### config.mk
export PLATFORM = sky130hd
export DESIGN_NAME = onewire_temp_slave
export DESIGN_NICKNAME = d
export VERILOG_FILES = /design/src/rtl/onewire_pkg.sv /design/src/rtl/onewire_crc8.sv /design/src/rtl/onewire_temp_slave.sv
export SDC_FILE = /design/constraint.sdc
export NUM_CORES = 1
export LEC_CHECK = 0
export CORE_MARGIN = 1.5
export CORE_UTILIZATION = 25
export CTS_BUF_LIST = sky130_fd_sc_hd__clkbuf_16
export DETAILED_ROUTE_END_ITERATION = 12
export HOLD_SLACK_MARGIN = 0.03
export PLACE_DENSITY = 0.39
export SLEW_MARGIN = 20
export SYNTH_ARGS = -nofsm -noshare
export SYNTH_HDL_FRONTEND = slang
export SYNTH_SLANG_ARGS = --single-unit
### constraint.sdc
create_clock -name clk -period 3 [get_ports clk]
set_input_delay 0.75 -clock clk [delete_from_list [all_inputs] [get_ports clk]]
set_output_delay 0.75 -clock clk [all_outputs]
set_load 0.05 [all_outputs]
### src/rtl/onewire_pkg.sv
// onewire_pkg: shared commands, scratchpad constants and FSM states
// for the 1-Wire temperature path (master and slave).
package onewire_pkg;

    localparam logic [7:0] CMD_SKIP_ROM = 8'hCC;
    localparam logic [7:0] CMD_CONVERT  = 8'h44;
    localparam logic [7:0] CMD_READ_SP  = 8'hBE;

    localparam logic [7:0] SP_TH   = 8'h4B;
    localparam logic [7:0] SP_TL   = 8'h46;
    localparam logic [7:0] SP_CFG  = 8'h7F;
    localparam logic [7:0] SP_RSV0 = 8'hFF;
    localparam logic [7:0] SP_RSV1 = 8'h0C;
    localparam logic [7:0] SP_RSV2 = 8'h10;

    localparam logic [7:0]  CRC8_POLY = 8'h8C;
    localparam logic [15:0] TEMP_POR  = 16'h0550;

    typedef enum logic [2:0] {
        S_IDLE,
        S_PRES_WAIT,
        S_PRES_DRIVE,
        S_ROM_RX,
        S_FUNC_RX,
        S_CONV_RD,
        S_TX
    } state_t;

    function automatic logic [7:0] sp_byte(
        input logic [15:0] temp,
        input logic [3:0]  idx
    );
        logic [7:0] b;
        case (idx)
            4'd0:    b = temp[7:0];
            4'd1:    b = temp[15:8];
            4'd2:    b = SP_TH;
            4'd3:    b = SP_TL;
            4'd4:    b = SP_CFG;
            4'd5:    b = SP_RSV0;
            4'd6:    b = SP_RSV1;
            4'd7:    b = SP_RSV2;
            default: b = 8'h00;
        endcase
        return b;
    endfunction

endpackage

### src/rtl/onewire_crc8.sv
// onewire_crc8: bit-serial Dallas CRC8 (reflected 0x8C, init 0).
// Shared by the slave (generation) and the master (checking).
module onewire_crc8
    import onewire_pkg::*;
(
    input  logic       clk,
    input  logic       rst_n,
    input  logic       clr_i,
    input  logic       en_i,
    input  logic       bit_i,
    output logic [7:0] crc_o
);

    logic [7:0] crc_q;
    logic [7:0] crc_d;

    always_comb begin
        crc_d = crc_q;
        if (clr_i) begin
            crc_d = 8'h00;
        end else if (en_i) begin
            crc_d = (crc_q >> 1) ^ ((crc_q[0] ^ bit_i) ? CRC8_POLY : 8'h00);
        end
    end

    always_ff @(posedge clk) begin
        if (!rst_n) begin
            crc_q <= 8'h00;
        end else begin
            crc_q <= crc_d;
        end
    end

    assign crc_o = crc_q;

endmodule

### src/rtl/onewire_temp_slave.sv
// onewire_temp_slave: single DS18B20-style responder on the shared dq line.
// Handles reset/presence, Skip ROM, Convert T and Read Scratchpad.
module onewire_temp_slave
    import onewire_pkg::*;
#(
    parameter int CLK_PER_US   = 50,
    parameter int CONV_US      = 750000,
    parameter int RST_MIN_US   = 480,
    parameter int PRES_WAIT_US = 30,
    parameter int PRES_LEN_US  = 120,
    parameter int SAMPLE_US    = 30,
    parameter int TX0_US       = 45
) (
    input  logic        clk,
    input  logic        rst_n,
    input  logic        dq_in,
    output logic        dq_oe,
    input  logic [15:0] temp_in,
    output logic        conv_busy,
    output logic        cmd_err
);

    localparam int PSW = (CLK_PER_US > 1) ? $clog2(CLK_PER_US) : 1;
    localparam int TW  = 10;
    localparam int LW  = 12;

    logic           dq_s1_q, dq_s2_q, dq_p_q;
    logic [PSW-1:0] psc_q;
    logic [LW-1:0]  low_q;
    logic           tick, fall, rise, rst_det, slot_st, slot_edge;

    state_t         state_q, state_d;
    logic [TW-1:0]  tmr_q, tmr_d;
    logic           slot_q, slot_d;
    logic           txb_q, txb_d;
    logic [6:0]     bit_q, bit_d;
    logic [7:0]     sh_q, sh_d;
    logic           dq_oe_q, dq_oe_d;
    logic           cmd_err_q, cmd_err_d;

    logic           conv_start;
    logic           busy_q;
    logic [19:0]    conv_q;
    logic [15:0]    temp_q;

    logic           crc_clr, crc_en, tx_cur, nb;
    logic [7:0]     crc, sp_cur, rx_byte;

    assign tick    = (psc_q == PSW'(CLK_PER_US - 1));
    assign fall    = dq_p_q & ~dq_s2_q;
    assign rise    = ~dq_p_q & dq_s2_q;
    assign rst_det = rise && (low_q >= LW'(RST_MIN_US));
    assign slot_st = (state_q == S_ROM_RX) || (state_q == S_FUNC_RX) ||
                     (state_q == S_CONV_RD) || (state_q == S_TX);
    // Edges caused by our own pull-down are not slots.
    assign slot_edge = fall & ~dq_oe_q & slot_st;

    assign rx_byte = {dq_s2_q, sh_q[7:1]};
    assign sp_cur  = (bit_q[6:3] == 4'd8) ? crc : sp_byte(temp_q, bit_q[6:3]);
    assign tx_cur  = sp_cur[bit_q[2:0]];
    assign nb      = (state_q == S_CONV_RD) ? ~busy_q : tx_cur;

    always_ff @(posedge clk) begin
        if (!rst_n) begin
            dq_s1_q <= 1'b1;
            dq_s2_q <= 1'b1;
            dq_p_q  <= 1'b1;
            psc_q   <= '0;
            low_q   <= '0;
        end else begin
            dq_s1_q <= dq_in;
            dq_s2_q <= dq_s1_q;
            dq_p_q  <= dq_s2_q;
            psc_q   <= tick ? '0 : psc_q + 1'b1;
            if (dq_s2_q) begin
                low_q <= '0;
            end else if (tick && !(&low_q)) begin
                low_q <= low_q + 1'b1;
            end
        end
    end

    always_comb begin
        state_d    = state_q;
        tmr_d      = (tick && !(&tmr_q)) ? tmr_q + 1'b1 : tmr_q;
        slot_d     = slot_q;
        txb_d      = txb_q;
        bit_d      = bit_q;
        sh_d       = sh_q;
        dq_oe_d    = 1'b0;
        cmd_err_d  = 1'b0;
        conv_start = 1'b0;
        crc_clr    = 1'b0;
        crc_en     = 1'b0;
        if (rst_det) begin
            state_d = S_PRES_WAIT;
            tmr_d   = '0;
            slot_d  = 1'b0;
            bit_d   = '0;
        end else begin
            unique case (state_q)
                S_IDLE: begin
                end
                S_PRES_WAIT: begin
                    if (tmr_q == TW'(PRES_WAIT_US)) begin
                        state_d = S_PRES_DRIVE;
                        tmr_d   = '0;
                        dq_oe_d = 1'b1;
                    end
                end
                S_PRES_DRIVE: begin
                    if (tmr_q == TW'(PRES_LEN_US)) begin
                        state_d = S_ROM_RX;
                        slot_d  = 1'b0;
                        bit_d   = '0;
                    end else begin
                        dq_oe_d = 1'b1;
                    end
                end
                S_ROM_RX, S_FUNC_RX: begin
                    if (slot_edge) begin
                        slot_d = 1'b1;
                        tmr_d  = '0;
                    end else if (slot_q && tmr_q == TW'(SAMPLE_US)) begin
                        slot_d = 1'b0;
                        sh_d   = rx_byte;
                        bit_d  = bit_q + 7'd1;
                        if (bit_q == 7'd7) begin
                            bit_d = '0;
                            if (state_q == S_ROM_RX) begin
                                if (rx_byte == CMD_SKIP_ROM) begin
                                    state_d = S_FUNC_RX;
                                end else begin
                                    cmd_err_d = 1'b1;
                                    state_d   = S_IDLE;
                                end
                            end else begin
                                unique case (1'b1)
                                    (rx_byte == CMD_CONVERT): begin
                                        conv_start = 1'b1;
                                        state_d    = S_CONV_RD;
                                    end
                                    (rx_byte == CMD_READ_SP): begin
                                        crc_clr = 1'b1;
                                        state_d = S_TX;
                                    end
                                    default: begin
                                        cmd_err_d = 1'b1;
                                        state_d   = S_IDLE;
                                    end
                                endcase
                            end
                        end
                    end
                end
                S_CONV_RD, S_TX: begin
                    if (state_q == S_TX && bit_q == 7'd72 && !slot_q) begin
                        state_d = S_IDLE;
                    end else if (slot_edge) begin
                        slot_d  = 1'b1;
                        tmr_d   = '0;
                        txb_d   = nb;
                        dq_oe_d = ~nb;
                        if (state_q == S_TX) begin
                            bit_d  = bit_q + 7'd1;
                            crc_en = ~bit_q[6];
                        end
                    end else if (slot_q) begin
                        if (tmr_q == TW'(TX0_US)) begin
                            slot_d = 1'b0;
                        end else begin
                            dq_oe_d = ~txb_q;
                        end
                    end
                end
                default: begin
                    state_d = S_IDLE;
                end
            endcase
        end
    end

    always_ff @(posedge clk) begin
        if (!rst_n) begin
            state_q   <= S_IDLE;
            tmr_q     <= '0;
            slot_q    <= 1'b0;
            txb_q     <= 1'b1;
            bit_q     <= '0;
            sh_q      <= '0;
            dq_oe_q   <= 1'b0;
            cmd_err_q <= 1'b0;
        end else begin
            state_q   <= state_d;
            tmr_q     <= tmr_d;
            slot_q    <= slot_d;
            txb_q     <= txb_d;
            bit_q     <= bit_d;
            sh_q      <= sh_d;
            dq_oe_q   <= dq_oe_d;
            cmd_err_q <= cmd_err_d;
        end
    end

    // Conversion survives 1-Wire resets; temp_in lands as busy drops.
    always_ff @(posedge clk) begin
        if (!rst_n) begin
            busy_q <= 1'b0;
            conv_q <= '0;
            temp_q <= TEMP_POR;
        end else if (conv_start) begin
            busy_q <= 1'b1;
            conv_q <= '0;
        end else if (busy_q && tick) begin
            if (conv_q == 20'(CONV_US - 1)) begin
                busy_q <= 1'b0;
                temp_q <= temp_in;
            end else begin
                conv_q <= conv_q + 20'd1;
            end
        end
    end

    onewire_crc8 u_crc (
        .clk   (clk),
        .rst_n (rst_n),
        .clr_i (crc_clr),
        .en_i  (crc_en),
        .bit_i (tx_cur),
        .crc_o (crc)
    );

    assign dq_oe     = dq_oe_q;
    assign conv_busy = busy_q;
    assign cmd_err   = cmd_err_q;

endmodule

**Word level (Yosys, flattened, before mapping)**

Index checks and enable logic that the tools add are counted.

- Bits in registers: 98
- Bits in latches: 0
- Memory bits (writable): 0
- ROM bits: 0
- Input bits: 19
- Memories: 0

- Add/sub/neg operators: 5
- Multipliers: 0
- Divide/modulo/power cells: 0
- Order comparisons: 2
- Equal/unequal tests: 41
- Shift-type cells: 0
- Mux-type cells: 70
- Bitwise logic cells: 23
- Reductions and logical operators: 38

Operator list:

| cell | number |
|---|---|
| case mux 8 bit (8 select lines) | 1 |
| 2-to-1 mux 7 bit | 7 |
| 2-to-1 mux 1 bit | 41 |
| 2-to-1 mux 10 bit | 4 |
| case mux 10 bit (3 select lines) | 1 |
| 2-to-1 mux 3 bit | 8 |
| inequality test 3 bit, second input constant | 7 |
| case mux 7 bit (3 select lines) | 1 |
| AND reduction 7 bit | 3 |
| adder 20 x 1 -> 20 bit, second input constant | 1 |
| equality test 20 bit, second input constant | 1 |
| inequality test 2 bit, second input constant | 10 |
| inverter 1 bit | 17 |
| equality test 4 x 3 -> 1 bit, second input constant | 4 |
| equality test 8 bit, second input constant | 2 |
| 2-to-1 mux 8 bit | 2 |
| OR reduction 2 bit | 8 |
| case mux 3 bit (5 select lines) | 1 |
| adder 12 x 1 -> 12 bit, second input constant | 1 |
| >= comparator 12 x 9 -> 1 bit, second input constant | 1 |
| AND reduction 12 bit | 1 |
| AND reduction 4 bit | 3 |
| adder 10 x 1 -> 10 bit, second input constant | 1 |
| equality test 10 x 5 -> 1 bit, second input constant | 1 |
| other kinds (32) | 52 |

**Depth between registers and ports, before layout**

- Depth in word-level cells: 10
- Gate-level depth with buffers: 12
- Gate-level depth less buffers: 9

**Hierarchy**

Synthesis repeated with hierarchy kept, for this count alone.

- Cell total of the unflattened synthesis: 601
- Area, all modules: 5117.4 sq um

By module, submodules not included:

| module | instances | cells an instance | area each (sq um) | seq. area each (sq um) |
|---|---|---|---|---|
| onewire_temp_slave | 1 | 568 | 4774.6 | 1781.7 |
| onewire_crc8 | 1 | 33 | 342.8 | 160.2 |

**Worst setup path after synthesis**

Ideal clock, no wire load.

- Path kind: register to register
- Start: register tmr_q[7]
- End: register temp_q[10]
- Setup time: 0.126 ns
- Arrival: 2.236 ns
- Required time: 2.874 ns
- Setup slack: 0.638 ns
- Stages on the path, launching flop included: 11
- Path buffers: 3
- Cell sequence: dfxtp_1 > or3_4 > nor4_4 > nor4bb_1 > buf_4 > nand4_4 > nand2b_2 > buf_12 > buf_12 > mux2i_1 > nand2_1

- Cells in the longest elaborated chain, start to end: 8

RTL lines:

| element | line | source |
|---|---|---|
| from (decl) | onewire_temp_slave.sv:33 | `logic [TW-1:0] tmr_q, tmr_d;` |
| from (signal assigned) | onewire_temp_slave.sv:195 | `tmr_q <= tmr_d;` |
| equality test 10 x 5 -> 1 bit | onewire_temp_slave.sv:124 | `end else if (slot_q && tmr_q == TW'(SAMPLE_US)) begin` |
| logical AND 1 bit | onewire_temp_slave.sv:124 |  |
| 2-to-1 mux 1 bit | onewire_temp_slave.sv:124 |  |
| 2-to-1 mux 1 bit | onewire_temp_slave.sv:121 | `if (slot_edge) begin` |
| 2-to-1 mux 1 bit | onewire_temp_slave.sv:101 | `unique case (state_q)` |
| 2-to-1 mux 1 bit | onewire_temp_slave.sv:95 | `if (rst_det) begin` |
| inverter 1 bit (no line) | n/a |  |
| AND reduction 3 bit (no line) | n/a |  |
| to (signal assigned) | onewire_temp_slave.sv:217 | `temp_q <= temp_in;` |
| to (decl) | onewire_temp_slave.sv:44 | `logic [15:0] temp_q;` |

No other way between the ends.
A chain may end at the register's enable or synchronous reset.

**Worst setup path in the final report**

- Start: register bit_q[4]
- End: register u_crc.crc_q[2] (netlist: u_crc.crc_o[2])

- Cells in the longest elaborated chain, start to end: 8
- Elaborated cells on any way between the ends: 29
- Classes of those cells: 10 x eq/ne; 13 x mux; 2 x bitwise; 4 x reduce/logical

RTL lines:

| element | line | source |
|---|---|---|
| from (decl) | onewire_temp_slave.sv:36 | `logic [6:0] bit_q, bit_d;` |
| from (signal assigned) | onewire_temp_slave.sv:198 | `bit_q <= bit_d;` |
| equality test 4 x 3 -> 1 bit (tied with other cells) | onewire_pkg.sv:34 | `case (idx)` |
| case mux 8 bit (8 select lines) | onewire_pkg.sv:34 |  |
| 2-to-1 mux 8 bit | onewire_temp_slave.sv:59 | `assign sp_cur = (bit_q[6:3] == 4'd8) ? crc : sp_byte(temp_q, bit_q[6:3]);` |
| binary-select mux 1 bit (select 3 bit) | onewire_temp_slave.sv:60 | `assign tx_cur = sp_cur[bit_q[2:0]];` |
| 2-to-1 mux 1 bit (implied by the code) | onewire_temp_slave.sv:60 |  |
| bitwise XOR 1 bit | onewire_crc8.sv:22 | `crc_d = (crc_q >> 1) ^ ((crc_q[0] ^ bit_i) ? CRC8_POLY : 8'h00);` |
| 2-to-1 mux 8 bit | onewire_crc8.sv:22 |  |
| bitwise XOR 7 x 8 -> 8 bit | onewire_crc8.sv:22 |  |
| to (signal assigned) | onewire_crc8.sv:30 | `crc_q <= crc_d;` |
| to (decl) | onewire_crc8.sv:14 | `logic [7:0] crc_q;` |

Parallel ways exist; a longest one is shown, timed or not. The select of a mux whose other input is x is not followed.

==> Implementation_results.wiki <==
{| class="wikitable"
! Metric !! Value
|-
| Fraction of synthesis flops using an asynchronous set or reset pin || 0%
|-
| Net count after synthesis || 620
|-
| Final #Nets || ~650
|-
| Ports || 22
|-
| Dominant combinational cell family by area after synthesis || simple AND/OR/NAND/NOR gates
|-
| Library cell used as clock root buffer || sky130_fd_sc_hd__clkbuf_16
|-
| Reg2Reg Capture Point || u_crc.crc_o[2]
|-
| Met1 global-route usage || 15.4%
|-
| Slack of the worst reg-to-reg path || about 370 ps
|-
| Clk sinks || 97
|-
| Gr ovfl total || 0
|-
| Endpoint of the most critical setup path || u_crc.crc_o[2]
|-
| HPWL Detailed || between 8 and 9 mm
|-
| Detailed router's first-iteration violation count || ~170
|-
| Worst Min Path Start || dq_s1_q
|-
| Most Frequent Cell on Critical Path || sky130_fd_sc_hd__a311oi_1
|-
| Number of pins exceeding their max-slew limit in the final report || 0
|-
| TritonCTS clock tree || built
|-
| Grt met2 use || approximately 20%
|-
| Syn-to-layout area delta || 16.6%
|-
| Worst-margin pin slew || around 870 ps
|-
| Layout cell share with drive strength beyond 1 || 8.39%
|-
| Buffers from clock root to sink, at most || 2
|-
| Synthesized area || around 5100 um2
|-
| Postcts setup bufs || 0
|-
| Die Span X || ~150 um
|-
| Headroom to the max-slew limit || about two fifths
|-
| Synthesized-area fraction occupied by xor and xnor cells || just under 8%
|-
| Minimum clock period after layout || 2630 ps
|-
| Count of state elements after synthesis || 97
|-
| GP Congestion || about 0.84
|-
| Portion of the clock cycle consumed by the worst path in the final layout || between 80% and 90%
|-
| Required @ worst endpoint || about 3300 ps
|-
| Leakage || 1.96 nW
|-
| Number of detailed-routing iterations run before antenna repair || 5
|-
| Via count of the first global-routing pass || about 4000
|-
| Cells after synthesis || 590
|-
| Ordered cell list for the critical path || inv_1, a211o_1, a311oi_1, a311oi_1, a311oi_2, xnor3_1, a211oi_1
|-
| Register area share after synthesis || approximately two fifths
|-
| Maximum Capacitance Violations || 0
|-
| Min-delay worst type || flip-flop to flip-flop
|-
| Antenna diode instance count || 0
|-
| Clock latency reported for the late side of the worst-skew pair || 360 ps
|-
| Simple-gate share of the synthesized area || between 20% and 30%
|-
| Filler instances || between 2000 and 2500
|-
| Share of cell area taken by muxes after synthesis || ~7%
|-
| Synth warnings || 0
|-
| Average cell area after synthesis || approximately 8.6 um2
|-
| Post-CTS Resized || 0
|-
| Clock Pin Slew Worst Setup and Hold Paths || 70 ps
|-
| Number of hold violations in the final report || 0
|-
| Fraction of the mapped netlist area in adder cells || 2.72%
|-
| Setup skew after layout || roughly 18 ps
|-
| Max stage delay on crit path || ~650 ps
|-
| Initial antenna violation count || 0
|-
| Master of the slowest instance on the critical path || sky130_fd_sc_hd__dfxtp_1
|-
| Maximum number of pins on one net before global-route repair || 24
|-
| Setup Crit Path Kind || flip-flop to flip-flop
|-
| Unrepaired setup endpoints after global routing || no
|-
| Die span in y || around 150 um
|-
| H-tree levels || 3
|-
| DRC violation count after routing || 0
|-
| Endpoint class of the critical path || flip-flop
|-
| Met3 demand-to-capacity share in global routing || under 10%
|-
| Largest fanout on the critical path || 17
|-
| Routed wire length || approximately 12 mm
|-
| Post-DRT Antenna Nets || 0
|-
| Final-report setup violation count || 0
|-
| Area of the die || between 20000 and 25000 um2
|-
| Cell row count || approximately 50
|-
| Main flop type after synthesis || sky130_fd_sc_hd__dfxtp_1
|-
| Run status || complete, no violations
|-
| Busiest layer in global routing || met2
|-
| Fmax || 381 MHz
|-
| IR drop worst, VDD || around 250 uV
|-
| Post-synth EDFFs || 0
|-
| First-pass GRT wire length || approximately 21 mm
|-
| Detailed-route via count || 4177
|-
| Cell depth of the worst flop-to-flop path || 7
|-
| Number of unique standard cell types used by synthesis || 70
|-
| Number of buffers created by CTS || 9
|-
| Worst hold slack after final layout || between 400 and 500 ps
|-
| Number of buffers inserted for hold repair after clock tree synthesis || 0
|-
| Starting density of the core || roughly a quarter
|-
| CP startpoint || bit_q[4]
|-
| Reg-to-Reg Start || bit_q[4]
|-
| Number of buffers added on ports || 21
|-
| Final total negative setup slack || 0 ps
|-
| Area of combinational cells with multiple inputs || slightly below 3000 um2
|-
| Synth Area in Compound Gates || about 11%
|-
| Cell Pwr Density || 425 nW/um2
|-
| Average routed wire per standard cell || about 14 um
|-
| Total core area || 19700 um2
|-
| Sequential standard cell area || ~2000 um2
|-
| Type of origin of the critical path || flip-flop
|-
| Vias per cell || between 4 and 5
|-
| Crit path DAT || between 2000 and 3000 ps
|-
| Total track usage || approximately an eighth
|}
-- cells in the mapped netlist (all sizes together), types with 2 or more instances --
master | count | area share, %
dfxtp | 97 | 38
nor2 | 90 | 6.7
nand2 | 45 | 3.3
nand3 | 36 | 3.7
mux2i | 34 | 6.7
xor2 | 27 | 4.7
a21oi | 25 | 2.5
o21ai | 21 | 2.1
clkbuf | 14 | 1.0
nand4 | 14 | 2.0
nor3 | 14 | 1.5
inv | 13 | 0.96
nand2b | 13 | 1.7
nor2b | 13 | 1.6
xnor2 | 13 | 2.2
or3 | 12 | 1.6
buf | 11 | 1.7
ha | 11 | 2.7
nor4 | 8 | 1.7
o22ai | 6 | 0.74
a211oi | 5 | 0.84
a31oi | 5 | 0.62
and3 | 5 | 0.62
a311oi | 4 | 0.82
nand3b | 4 | 0.59
nor3b | 4 | 0.59
and2 | 3 | 0.37
nor4b | 3 | 0.52
o211ai | 3 | 0.44
or4b | 3 | 0.59
a2111oi | 2 | 0.35
a22oi | 2 | 0.30
and4 | 2 | 0.35
mux2 | 2 | 0.44
nand4b | 2 | 0.35
o21a | 2 | 0.30
o32ai | 2 | 0.35
or3b | 2 | 0.35
or4 | 2 | 0.30
xnor3 | 2 | 0.89
-- registers in the layout, summed over array words and instances, names as in the netlist --
register	cells
txb_q	1
low_q	12
sh_q	7
conv_q	20
dq_s1_q	1
dq_s2_q	1
conv_busy	1
temp_q	16
u_crc.crc_o	8
dq_p_q	1
psc_q	6
bit_q	7
dq_oe	1
slot_q	1
state_q	3
cmd_err	1
tmr_q	10
-- placed cells by master, fill, tap and decap left out, drive strengths merged, types with 13 or more instances in the layout --
master and n:
inv 16, nor3 14, nand2b 13, nor2b 13, xor2 27, nor2 90
mux2i 34, nand3 36, nand4 14, a21oi 25, xnor2 13, dfxtp 97
o21ai 21, clkdlybuf4s50 21, buf 18, nand2 45
-- report_power, final --
part	internal [mW]	switching, mW
clock network	0.584	0.556
registers	1.29	0.00446
logic	0.0356	0.0350
-- through the flow --
| step | util, % | cell area (um2) | instances | setup WS, ps | power [mW] |
|---|---|---|---|---|---|
| after detailed placement | 28.5 | 5610 | 869 | 346 | 1.40 |
| after global placement | 28.5 | 5610 | 869 | 313 | 1.40 |
| after floorplan | - | 5060 | 590 | 638 | 1.35 |
| final | 30.0 | 5900 | 885 | 373 | 2.51 |
| after global routing | 30.0 | 5900 | 885 | 45.9 | 2.62 |
| after CTS | 30.0 | 5900 | 885 | 366 | 2.57 |
-- layer usage --
layer	routed length, um	vias to the layer above
met1	5750	1956
li1	-	2148
met5	0	-
met2	5800	65
met3	418	8
met4	123	0
-- worst max-delay path: cells and delay by family (launching register included) --
kind | cells | cell delay, ps
AOI/OAI and AO/OA | 5 | 1420
DFF | 1 | 650
xor gates and xnor gates | 1 | 300
buffers and inverters | 1 | 170
-- final cells by class --
type / instances / share of cell area (%)
Clock buffer: 9 / 3.82
Clock inverter: 7 / 1.19
Inverter: 13 / 0.827
Multi-Input combinational cell: 455 / 49.8
Sequential cell: 97 / 32.9
Tap cell: 265 / 5.62
Timing Repair Buffer: 39 / 5.85
-- how the worst min path moves through the flow --
stage                     endpoint  cells after the start  slack, ps
after global placement     dq_s2_q                      1        400
after detailed placement   dq_s2_q                      1        400
after global routing       dq_s2_q                      1        440
final                      dq_s2_q                      1        410
after CTS                  dq_s2_q                      1        420
after floorplan            dq_s2_q                      1        390
-- cell families (layout without fill, tap and decap cells) --
family / count (synthesis) / count (layout)
simple gates: 278 / 278
flops: 97 / 97
compound gates: 88 / 88
xor+xnor: 42 / 42
buf+inv: 38 / 68
mux: 36 / 36
fa+ha+maj: 11 / 11
No activity file was read; power rests on OpenSTA's default activity.
